**src/rtl/proc_issue_stage.sv**
```systemverilog
// Issue stage: two-entry skid buffer with operand forwarding (capture and held), one-cycle latency.
// o_ready is registered (SKID empty) so i_ready never reaches it combinationally; flush/reset empty both entries.
module proc_issue_stage #(
  parameter int DATA_WIDTH = 32,
  parameter int ISA_DPTH   = 64,
  parameter int REG_ADDR_W = 5,
  localparam int OPW       = $clog2(ISA_DPTH)
) (
  input  logic                  i_clk,
  input  logic                  i_rst,
  input  logic                  i_flush,
  input  logic                  i_valid,
  output logic                  o_ready,
  input  logic [OPW-1:0]        i_opcode,
  input  logic [REG_ADDR_W-1:0] i_rs1_addr,
  input  logic [REG_ADDR_W-1:0] i_rs2_addr,
  input  logic [DATA_WIDTH-1:0] i_rs1_data,
  input  logic [DATA_WIDTH-1:0] i_rs2_data,
  input  logic [DATA_WIDTH-1:0] i_imm,
  input  logic                  i_use_imm,
  input  logic [REG_ADDR_W-1:0] i_rd_addr,
  input  logic                  i_fwd_valid,
  input  logic [REG_ADDR_W-1:0] i_fwd_addr,
  input  logic [DATA_WIDTH-1:0] i_fwd_data,
  output logic                  o_valid,
  input  logic                  i_ready,
  output logic [OPW-1:0]        o_opcode,
  output logic [DATA_WIDTH-1:0] o_data_a,
  output logic [DATA_WIDTH-1:0] o_data_b,
  output logic [REG_ADDR_W-1:0] o_rd_addr
);

  typedef struct packed {
    logic [OPW-1:0]        opcode;
    logic [REG_ADDR_W-1:0] rs1;
    logic [REG_ADDR_W-1:0] rs2;
    logic [DATA_WIDTH-1:0] a;
    logic [DATA_WIDTH-1:0] b;
    logic                  use_imm;
    logic [REG_ADDR_W-1:0] rd;
  } entry_t;

  typedef enum logic [1:0] {
    EMPTY = 2'd0,
    ONE   = 2'd1,
    TWO   = 2'd2
  } state_t;

  state_t r_state, w_nxt_state;
  entry_t r_main, r_skid;
  entry_t w_nxt_main, w_nxt_skid;
  entry_t w_new, w_main_upd, w_skid_upd;
  logic   r_ready;
  logic   w_accept, w_drain;

  // Register 0 is hardwired, so a writeback to it must never override read data.
  function automatic logic [DATA_WIDTH-1:0] fwd_sel(
    input logic [REG_ADDR_W-1:0] addr,
    input logic [DATA_WIDTH-1:0] dat,
    input logic                  f_vld,
    input logic [REG_ADDR_W-1:0] f_addr,
    input logic [DATA_WIDTH-1:0] f_dat
  );
    return (f_vld && (addr == f_addr) && (addr != '0)) ? f_dat : dat;
  endfunction

  assign w_accept = i_valid && r_ready;
  assign w_drain  = o_valid && i_ready;

  always_comb begin
    w_new         = '0;
    w_new.opcode  = i_opcode;
    w_new.rs1     = i_rs1_addr;
    w_new.rs2     = i_rs2_addr;
    w_new.a       = fwd_sel(i_rs1_addr, i_rs1_data, i_fwd_valid, i_fwd_addr, i_fwd_data);
    w_new.b       = i_use_imm ? i_imm
                              : fwd_sel(i_rs2_addr, i_rs2_data, i_fwd_valid, i_fwd_addr, i_fwd_data);
    w_new.use_imm = i_use_imm;
    w_new.rd      = i_rd_addr;
  end

  // Held entries snoop writeback every cycle so a stalled consumer sees late producers.
  always_comb begin
    w_main_upd   = r_main;
    w_main_upd.a = fwd_sel(r_main.rs1, r_main.a, i_fwd_valid, i_fwd_addr, i_fwd_data);
    if (!r_main.use_imm)
      w_main_upd.b = fwd_sel(r_main.rs2, r_main.b, i_fwd_valid, i_fwd_addr, i_fwd_data);
    w_skid_upd   = r_skid;
    w_skid_upd.a = fwd_sel(r_skid.rs1, r_skid.a, i_fwd_valid, i_fwd_addr, i_fwd_data);
    if (!r_skid.use_imm)
      w_skid_upd.b = fwd_sel(r_skid.rs2, r_skid.b, i_fwd_valid, i_fwd_addr, i_fwd_data);
  end

  always_comb begin
    w_nxt_state = r_state;
    w_nxt_main  = w_main_upd;
    w_nxt_skid  = w_skid_upd;
    unique case (r_state)
      EMPTY: begin
        if (w_accept) begin
          w_nxt_state = ONE;
          w_nxt_main  = w_new;
        end
      end
      ONE: begin
        if (w_accept && w_drain) begin
          w_nxt_main = w_new;
        end else if (w_accept) begin
          w_nxt_state = TWO;
          w_nxt_skid  = w_new;
        end else if (w_drain) begin
          w_nxt_state = EMPTY;
        end
      end
      TWO: begin
        if (w_drain) begin
          w_nxt_state = ONE;
          w_nxt_main  = w_skid_upd;
        end
      end
      default: w_nxt_state = EMPTY;
    endcase
    // Data registers are left as computed; only occupancy is cleared on flush.
    if (i_flush)
      w_nxt_state = EMPTY;
  end

  always_ff @(posedge i_clk) begin
    if (i_rst) begin
      r_state <= EMPTY;
      r_ready <= 1'b1;
      r_main  <= '0;
      r_skid  <= '0;
    end else begin
      r_state <= w_nxt_state;
      r_ready <= (w_nxt_state != TWO);
      r_main  <= w_nxt_main;
      r_skid  <= w_nxt_skid;
    end
  end

  assign o_ready   = r_ready;
  assign o_valid   = (r_state != EMPTY);
  assign o_opcode  = r_main.opcode;
  assign o_data_a  = r_main.a;
  assign o_data_b  = r_main.b;
  assign o_rd_addr = r_main.rd;

endmodule

```
**config.mk**
```make
export PLATFORM = sky130hd
export DESIGN_NAME = proc_issue_stage
export DESIGN_NICKNAME = d
export VERILOG_FILES = /design/src/rtl/proc_issue_stage.sv
export SDC_FILE = /design/constraint.sdc
export NUM_CORES = 1
export LEC_CHECK = 0
export BUFFER_PORTS_ARGS = -buffer_cell sky130_fd_sc_hd__clkbuf_2
export CORE_MARGIN = 3
export CORE_UTILIZATION = 58
export DETAILED_ROUTE_END_ITERATION = 12
export GPL_ROUTABILITY_DRIVEN = 0
export GPL_TIMING_DRIVEN = 0
export PLACE_DENSITY = 0.86
export SYNTH_ARGS = -nofsm -noshare
export SYNTH_HDL_FRONTEND = slang
export SYNTH_SLANG_ARGS = --single-unit
```
**constraint.sdc**
```tcl
create_clock -name i_clk -period 5.68 [get_ports i_clk]
set_clock_uncertainty 0.1 [all_clocks]
set_input_delay 1.136 -clock i_clk [delete_from_list [all_inputs] [get_ports i_clk]]
set_output_delay 1.136 -clock i_clk [all_outputs]
set_load 0.02 [all_outputs]
```
==> flow_summary.toml, run 1 <==
[worst_setup_path]
timing.critical_path.from_type = "input port"
critical_path_required_ps = 5930
setup.worst_path.end_class = "flip-flop"
crit_path_max_incr_delay_ps = 560
ff2ff_setup_slack_ps = 3170
critPathMaxFanout = 10
reg2reg_from = "r_state[0]$_SDFF_PP0_"
worstReg2RegEnd = "r_skid[28]$_SDFF_PP0_"
r2r_cell_count = 6
path_cells = "clkbuf_2 > nand2b_1 > nor3_2 > nand2_1 > clkbuf_1 > clkbuf_1 > o22ai_1"
cp.arrival_ps = 3250
cpMostUsedCell = "sky130_fd_sc_hd__clkbuf_1"
crit_slowest_cell = "sky130_fd_sc_hd__nor3_2"
path_class = "in2reg"

[route]
detailedRoute.firstPassIterationCount = 5
route.detailed.wl_per_inst_um = 19.55
drt_wirelength_mm = 29.91
drt_first_iter_violations = 1038
route.vias.total = 9449
antenna_left = 0
detail_route.drc_violations = 0
avgViaCountPerCell = 6.176

[place]
dp.final_hpwl_mm = 21.64
detailed_place.area_mm2 = 0.01101
port_buffers = 231

[final_layout]
final_nets = 1461
sequential_cell_area_mm2 = 0.003503
syn_to_final_growth_pct = 20.82
n_fill_cell = 1148
post_route_cells_drive_above_1_share_pct = 35.49
final_design_area_no_fill_mm2 = 0.01158
area_of_the_multi_input_gates_mm2 = 0.005110

[grt]
globalRouteOverflowTotal = 0
antenna_found_initial = 0
first_global_vias = 9130
largest_net_degree_at_the_start_of_global_routing = 17
grt_first_pass_wirelength_mm = 46.64
gr-usage-all-layers_pct = 32.15

[timing]
worstMarginPinSlew_ps = 673.7
grt_setup_unrepaired = "no"
setup_tns_ps = 0
fin_crit_sh_pct = 52.76
final-setup-viol-count = 0
fmax_mhz = 333.7
timing.slew.headroom_pct = 55.08
hold_viol_final = 0
finalMaxSlewViolations = 0
post-route-min-period_ps = 2997

[clock_tree]
clock_sink_count = 175
tritoncts_clock_tree = "done"
clk_root_buffer_cell = "sky130_fd_sc_hd__clkbuf_16"
cts-htree-levels = 4
clk_pin_slew_worst_paths_ps = 70
post-cts-setup-buffers = 0
source_to_sink_clock_delay_at_the_later_pin_of_the_worst_skew_pair_ps = 430
cts_repair_resize_count = 0
ctsLongestPathBuffers = 2
cts_hold_repair.buffers = 0
cts-buffers-inserted = 17

[synth]
post_synth.cell_area_avg_um2 = 9.130
synth_enable_flop_cells = 0
postSynthCellCount = 1050
syn_nets = 1211
count_of_warnings_emitted_by_yosys = 0
unique_masters_post_synth = 46
post_synth_top_flop = "sky130_fd_sc_hd__dfxtp_1"
yosys_register_bits = 175
proportion_of_register_bits_with_asynchronous_set_or_reset_after_synthesis_pct = 0
synth_sequential_area_ratio_pct = 36.54
netlist_area_mm2 = 0.009587

[pwr]
leakagePower_nw = 4.808
irDropWorstVdd_mv = 0.2362
power_density_mw_per_mm2 = 255.2
totalPowerFinal_w = 0.002956

[floorplan]
die_area_mm2 = 0.01811
die_y_um = 134.6
fp-row-count = 46
coreArea_mm2 = 0.01606
io-pin-count = 238
initial_core_util_pct = 59.70
die_w_um = 134.6

[min_path]
worst_hold_path.num_cells = 2
worst_hold_path_type = "reg2reg"
min_to = "o_opcode[2]$_SDFFE_PP0P_"
hp-start = "o_opcode[2]$_SDFFE_PP0P_"

[flow_run]
cap_viol_max_count = 0

[run_status]
status = "completed"
## layout by cell type, fill, tap and decap left out, drive strengths merged, types with 2 or more instances in the layout
master	count
nand3	5
a22o	9
o21ai	9
a21oi	45
dfxtp	175
mux2	76
a22oi	13
nand2	181
nor2b	3
nor3b	2
mux2i	99
xnor2	12
clkbuf	299
inv	5
clkinv	5
xor2	12
clkinvlp	4
o22ai	57
o211ai	13
or2	3
o32ai	6
a211oi	4
nand2b	26
buf	113
nor2	30
o221ai	82
o41ai	3
nor4	4
and3b	2
nor3	7
## final cells by class
type	instances	share of cell area, %
diodes	1	0.02161
clock inverters	12	0.9506
clock buffers	20	3.943
repair buffers	231	9.982
multi-input cells	711	44.12
inverters	3	0.09722
plain buffers	161	8.307
flip-flops and latches	175	30.25
well taps	216	2.333
## stage by stage
| step | cells | setup slack [ps] | hold WS (ps) | util, % |
|---|---|---|---|---|
| 2_1_floorplan | 1050 | 2904 | 332.3 | - |
| 3_3_place_gp | 1497 | 2380 | 340.0 | 68.58 |
| 3_5_place_dp | 1497 | 2303 | 344.5 | 68.58 |
| 4_1_cts | 1529 | 2749 | 353.4 | 72.11 |
| 5_1_grt | 1529 | 2542 | 371.3 | 72.11 |
| 6_report | 1530 | 2683 | 350.4 | 72.13 |
## synth_stat cells (2+ instances only)
cell type	count	area share [%]
sky130_fd_sc_hd__clkbuf_1	48	1.9
sky130_fd_sc_hd__nand2b_1	26	1.7
sky130_fd_sc_hd__mux2_1	11	1.3
sky130_fd_sc_hd__o221ai_2	10	1.6
sky130_fd_sc_hd__o221ai_1	72	6.6
sky130_fd_sc_hd__o41ai_1	3	0.27
sky130_fd_sc_hd__nand2_1	181	7.1
sky130_fd_sc_hd__and3b_1	2	0.18
sky130_fd_sc_hd__nand3_1	5	0.26
sky130_fd_sc_hd__buf_2	25	1.3
sky130_fd_sc_hd__nor2b_1	3	0.20
sky130_fd_sc_hd__nor4_1	3	0.20
sky130_fd_sc_hd__a22oi_1	13	1.0
sky130_fd_sc_hd__nor3_1	5	0.26
sky130_fd_sc_hd__nor2_1	30	1.2
sky130_fd_sc_hd__nor3_2	2	0.21
sky130_fd_sc_hd__mux2i_1	99	10
sky130_fd_sc_hd__o211ai_2	6	0.78
sky130_fd_sc_hd__buf_4	87	6.8
sky130_fd_sc_hd__dfxtp_1	175	37
sky130_fd_sc_hd__xnor2_1	12	1.1
sky130_fd_sc_hd__a211oi_2	3	0.39
sky130_fd_sc_hd__o22ai_1	57	3.7
sky130_fd_sc_hd__o21ai_0	8	0.42
sky130_fd_sc_hd__o211ai_1	7	0.55
sky130_fd_sc_hd__o32ai_1	6	0.55
sky130_fd_sc_hd__inv_1	3	0.12
sky130_fd_sc_hd__mux2_2	65	7.6
sky130_fd_sc_hd__xor2_1	12	1.1
sky130_fd_sc_hd__nor3b_1	2	0.16
sky130_fd_sc_hd__or2_2	2	0.13
sky130_fd_sc_hd__a21oi_1	45	2.3
sky130_fd_sc_hd__a22o_1	9	0.82
## metal layers
metal,vias to the layer above,track usage (%),wire length [µm]
met5,-,0,0
met4,0,14.54,1136
met3,90,6.669,2797
met2,582,51.15,13800
met1,4504,42.31,12170
li1,4273,-,-
## critical path, delay by kind of cell
kind	cells	cell delay [ps]
AND/OR/NAND/NOR	3	1030
buffers and inverters	3	800
AO/OA/AOI/OAI	1	280
## logic make-up after synthesis
| logic type | after synthesis | share of synthesized area, % |
|---|---|---|
| AND/OR/NAND/NOR | 267 | 12.19 |
| buffers and inverters | 164 | 10.15 |
| AO/OA/AOI/OAI | 245 | 19.66 |
| flip-flops | 175 | 36.54 |
| XOR/XNOR | 24 | 2.193 |
| multiplexers | 175 | 19.26 |
## worst max-delay path by stage
stage,startpoint,endpoint,slack (ps),cells after the start
after floorplan,i_fwd_addr[1],o_data_b[13]$_SDFF_PP0_,2900,7
after global placement,i_rst,r_skid[32]$_SDFF_PP0_,2380,7
after detailed placement,i_ready,r_skid[28]$_SDFF_PP0_,2300,7
after CTS,i_ready,r_skid[28]$_SDFF_PP0_,2750,7
after global routing,i_ready,r_skid[28]$_SDFF_PP0_,2540,7
final,i_ready,r_skid[28]$_SDFF_PP0_,2680,7
## power by group
part / switching (W) / total, W / internal [W]
logic: 0.000288 / 0.000502 / 0.000214
clock network: 0.000512 / 0.00114 / 0.000628
registers: 0.0000316 / 0.00131 / 0.00128
## flip-flops by register name, indices dropped and copies added, names as in the netlist
register and flops:
r_skid 86, o_data_a 32, o_data_b 32, r_main 11, o_opcode 6, o_rd_addr 5
r_state 2, o_ready 1
No activity file was read; power rests on OpenSTA's default activity.
==> run 2: changes to the inputs <==
CORE_UTILIZATION = 49   (was 58)
PLACE_DENSITY = 0.77   (was 0.86)
clock period = 2.45 ns   (was 5.68 ns; I/O delays follow)
==> flow_summary.toml, run 2 (synthesized netlist as in run 1, its figures left out) <==
[clock_tree]
ctsLongestPathBuffers = 2
cts-htree-levels = 4
source_to_sink_clock_delay_at_the_later_pin_of_the_worst_skew_pair_ps = 430
clk_root_buffer_cell = "sky130_fd_sc_hd__clkbuf_16"
clk_pin_slew_worst_paths_ps = 70
cts-buffers-inserted = 17
clock_sink_count = 175
tritoncts_clock_tree = "done"

[final_layout]
mostFrequentLayoutCell = "sky130_fd_sc_hd__clkbuf_2"
syn_to_final_growth_pct = 21.82
mostFrequentLayoutCells = "sky130_fd_sc_hd__clkbuf_2 (240), sky130_fd_sc_hd__nand2_1 (181), sky130_fd_sc_hd__dfxtp_1 (175)"
post_route_cells_drive_above_1_share_pct = 36.27
largest_reg_flops = 86
top_register = "r_skid"
final_design_area_no_fill_mm2 = 0.01168
finalNonFillerCells = 1576
n_fill_cell = 1687
final_nets = 1463

[route]
drt_first_iter_violations = 843
route.vias.total = 9131
route.detailed.wl_per_inst_um = 19.06
detail_route.drc_violations = 0
detailedRoute.firstPassIterationCount = 5
antenna_left = 0
drt_wirelength_mm = 30.04
avgViaCountPerCell = 5.794

[worst_setup_path]
critical_path_launch_point = "r_state[0]$_SDFF_PP0_"
cp-endpoint = "o_data_a[20]$_SDFF_PP0_"
critPathMaxFanout = 13
worstReg2RegEnd = "o_data_a[20]$_SDFF_PP0_"
path_class = "reg2reg"
reg2reg_from = "r_state[0]$_SDFF_PP0_"
r2r_cell_count = 5
setup.worst_path.end_class = "flip-flop"
cp.arrival_ps = 2590
ff2ff_setup_slack_ps = 100
timing.critical_path.from_type = "flip-flop"
critical_path_required_ps = 2700

[floorplan]
die_y_um = 145.9
die_area_mm2 = 0.02128
coreArea_mm2 = 0.01896
fp-row-count = 50
die_w_um = 145.9
io-pin-count = 238
initial_core_util_pct = 50.57

[place]
dp.final_hpwl_mm = 22.14
dp_cells = 1541
detailed_place.area_mm2 = 0.01107
port_buffers = 231

[timing]
fin_crit_sh_pct = 95.79
final-setup-viol-count = 0
grt_setup_unrepaired = "no"
finalMaxSlewViolations = 0
timing.slew.headroom_pct = 53.53
post-route-min-period_ps = 2347
worstMarginPinSlew_ps = 697.0
hold_viol_final = 0
fmax_mhz = 426.1

[grt]
largest_net_degree_at_the_start_of_global_routing = 17
gr-usage-all-layers_pct = 26.97
antenna_found_initial = 1
first_global_vias = 8942
grt_first_pass_wirelength_mm = 46.48
globalRouteOverflowTotal = 0

[flow_run]
cap_viol_max_count = 0

[min_path]
hp-start = "i_flush"
worst_hold_path_type = "in2reg"

[run_status]
status = "completed"

[pwr]
power_density_mw_per_mm2 = 586.7
irDropWorstVdd_mv = 0.5069
leakagePower_nw = 4.861
totalPowerFinal_w = 0.006852
[run 2: what timing repair did]
item                                    4_1_cts  5_1_grt
pin swaps                                     0        2
endpoints found under the setup margin        6       71
hold buffers                                  0        0
buffers inserted                              0        3
gates resized for setup                       0       20
[run 2: report_power, final]
part	switching [W]	internal, W	total (W)
logic	0.000661	0.000499	0.00116
clock network	0.00118	0.00147	0.00265
registers	0.0000720	0.00297	0.00305
[run 2: layout make-up]
cell class	instances	area [µm²]	area share (%)
timing repair buffer	234	1179	10.09
inverter	3	11.26	0.09642
multi-input combinational	711	5116	43.81
clock inverter	11	106.4	0.9106
sequential	175	3503	30.00
tap	260	325.3	2.786
buffer	160	974.7	8.346
clock buffer	21	460.4	3.943
antenna	1	2.502	0.02143
[run 2: critical path: stages, from the launching register on]
cell                       delay (ps)
sky130_fd_sc_hd__dfxtp_1          360
sky130_fd_sc_hd__nor2b_1          180
sky130_fd_sc_hd__nor3_2           430
sky130_fd_sc_hd__nand2_1          510
sky130_fd_sc_hd__clkbuf_1         400
sky130_fd_sc_hd__o221ai_1         280
[run 2: worst min-delay path by stage]
stage	to	slack, ps	cells past startpoint
after floorplan	o_opcode[0]$_SDFFE_PP0P_	330	2
after global placement	o_opcode[3]$_SDFFE_PP0P_	340	2
after detailed placement	r_skid[3]$_SDFFE_PP0P_	350	2
after CTS	r_state[0]$_SDFF_PP0_	140	2
after global routing	r_state[0]$_SDFF_PP0_	160	2
final	r_state[0]$_SDFF_PP0_	140	2
[run 2: stage by stage]
step	worst slack (ps)	hold slack, ps	setup TNS [ps]	utilization (%)
3_3_place_gp	-246.7	340.9	-13540	58.39
2_1_floorplan	320.4	332.3	0	-
3_5_place_dp	-269.9	347.1	-16380	58.39
5_1_grt	5.763	160.3	0	61.61
4_1_cts	2.163	136.5	0	61.36
6_report	103.2	142.7	0	61.61
[run 2: layer usage]
metal	track usage (%)	routed length, µm	vias up
met5	0	0	-
met4	10.07	826	0
met3	5.045	2613	58
met2	43.10	13830	474
met1	36.37	12780	4314
li1	-	-	4285
==> run 3: changes to the inputs <==
CORE_ASPECT_RATIO = 2   (was unset)
==> flow_summary.toml, run 3 (synthesized netlist as in run 1, its figures left out) <==
[worst_setup_path]
ff2ff_setup_slack_ps = 150
r2r_cell_count = 6
setup.worst_path.end_class = "flip-flop"
reg2reg_from = "r_main[70]$_SDFFE_PP0P_"
critPathMaxFanout = 10
worstReg2RegEnd = "o_data_b[3]$_SDFF_PP0_"
critical_path_required_ps = 2640
timing.critical_path.from_type = "input port"
path_class = "in2reg"
cp.arrival_ps = 2510

[pwr]
irDropWorstVdd_mv = 0.4961
combPwrFrac_pct = 16.8
share_seq_of_total_power_pct = 43.9
switchingPower_w = 0.002005
cell_internal_pwr_w = 0.004940
power_density_mw_per_mm2 = 594.1
leakagePower_nw = 4.873
netSwitchingFraction_pct = 28.87
totalPowerFinal_w = 0.006946
clock_power_share_pct = 39.4

[route]
antenna_left = 0
route.detailed.wl_per_inst_um = 19.95
drt_wirelength_mm = 31.32
route.vias.total = 9097
detail_route.drc_violations = 0
detailedRoute.firstPassIterationCount = 5
drt_first_iter_violations = 442
avgViaCountPerCell = 5.794

[timing]
timing.slew.headroom_pct = 55.02
final-setup-viol-count = 0
worstMarginPinSlew_ps = 674.6
fin_hold_ws_ps = 162.6
hold_viol_final = 0
worst_slack_ps = 138.4
post-route-min-period_ps = 2312
fin_crit_sh_pct = 94.35
setup_tns_ps = 0
fmax_mhz = 432.6
grt_setup_unrepaired = "yes"
finalMaxSlewViolations = 0

[final_layout]
mostFrequentLayoutCell = "sky130_fd_sc_hd__clkbuf_2"
mostFrequentLayoutCells = "sky130_fd_sc_hd__clkbuf_2 (243), sky130_fd_sc_hd__nand2_1 (181), sky130_fd_sc_hd__dfxtp_1 (175)"
final_core_utilization_pct = 61.50
post_route_cells_drive_above_1_share_pct = 36.58
largest_reg_flops = 86
syn_to_final_growth_pct = 21.95
top_register = "r_skid"
final_nets = 1463
diodes = 0

[grt]
grt_first_pass_wirelength_mm = 48.45
largest_net_degree_at_the_start_of_global_routing = 18
globalRouteOverflowTotal = 0
gr-usage-all-layers_pct = 28.66
antenna_found_initial = 0
first_global_vias = 9189

[clock_tree]
cts-buffers-inserted = 17
ctsLongestPathBuffers = 2
source_to_sink_clock_delay_at_the_later_pin_of_the_worst_skew_pair_ps = 430
cts-htree-levels = 4
cts_hold_repair.buffers = 0
clk_root_buffer_cell = "sky130_fd_sc_hd__clkbuf_16"
clock_sink_count = 175
tritoncts_clock_tree = "done"
clk_pin_slew_worst_paths_ps = 70

[place]
pre_cts_ws_ps = -401.6
dp.final_hpwl_mm = 24.14
port_buffers = 231

[min_path]
worst_hold_path_type = "in2reg"
hp-start = "i_flush"
min_to = "r_state[0]$_SDFF_PP0_"
worst_hold_path.num_cells = 2

[floorplan]
io-pin-count = 238
die_w_um = 104.9
initial_core_util_pct = 50.43
coreArea_mm2 = 0.01901
die_area_mm2 = 0.02138
fp-row-count = 71
die_y_um = 203.8

[flow_run]
cap_viol_max_count = 0

[run_status]
status = "completed"
-- run 3: power groups by stage --
stage               logic [W]  clock network (W)  registers, W
finish                0.00116            0.00273       0.00305
global route          0.00125            0.00285       0.00306
CTS                   0.00116            0.00274       0.00305
detailed placement    0.00115                  0       0.00311
global placement      0.00113                  0       0.00311
floorplan            0.000722                  0       0.00309
-- run 3: worst max-delay path by stage --
stage / from / to / slack, ps
after floorplan: i_fwd_addr[1] / o_data_b[13]$_SDFF_PP0_ / 320
after global placement: i_rst / r_skid[32]$_SDFF_PP0_ / -350
after detailed placement: i_rst / r_skid[36]$_SDFF_PP0_ / -400
after CTS: r_state[1]$_SDFF_PP0_ / r_skid[51]$_SDFF_PP0_ / 2
after global routing: i_rst / r_skid[50]$_SDFF_PP0_ / -0.8
final: i_rst / r_skid[57]$_SDFF_PP0_ / 140
-- run 3: metal layers --
layer	track usage, %	vias up	part of all wire (%)
met2	55.33	374	56
li1	-	4274	-
met4	15.72	0	4.9
met1	29.28	4352	35
met5	0	-	0
met3	3.509	97	4.7
-- run 3: final cells by class --
class	count	area, µm²
inverter	3	11.26
sequential	175	3503
buffer	161	979.7
multi-input combinational	711	5124
clock buffer	18	439.2
clock inverter	14	143.9
fill	1719	7320
tap	255	319.1
timing repair buffer	233	1171
-- run 3: repair_timing --
| action | 4_1_cts | 5_1_grt |
|---|---|---|
| buffers inserted | 0 | 2 |
| endpoints found under the setup margin | 10 | 75 |
| gates resized for setup | 1 | 25 |
| hold endpoints to repair | 0 | 0 |
-- run 3: through the flow --
step                      instance area, µm²  instances
after floorplan                         9587       1050
after global routing                   11690       1570
after detailed placement               11060       1536
after CTS                              11650       1568
after global placement                 11060       1536
final                                  11690       1570
-- run 3: worst max-delay path: stages --
cell and delay (ps):
sky130_fd_sc_hd__buf_2 240, sky130_fd_sc_hd__inv_1 130, sky130_fd_sc_hd__clkbuf_1 270, sky130_fd_sc_hd__nand2_1 210, sky130_fd_sc_hd__clkbuf_1 470, sky130_fd_sc_hd__clkbuf_1 500, sky130_fd_sc_hd__o22ai_1 180
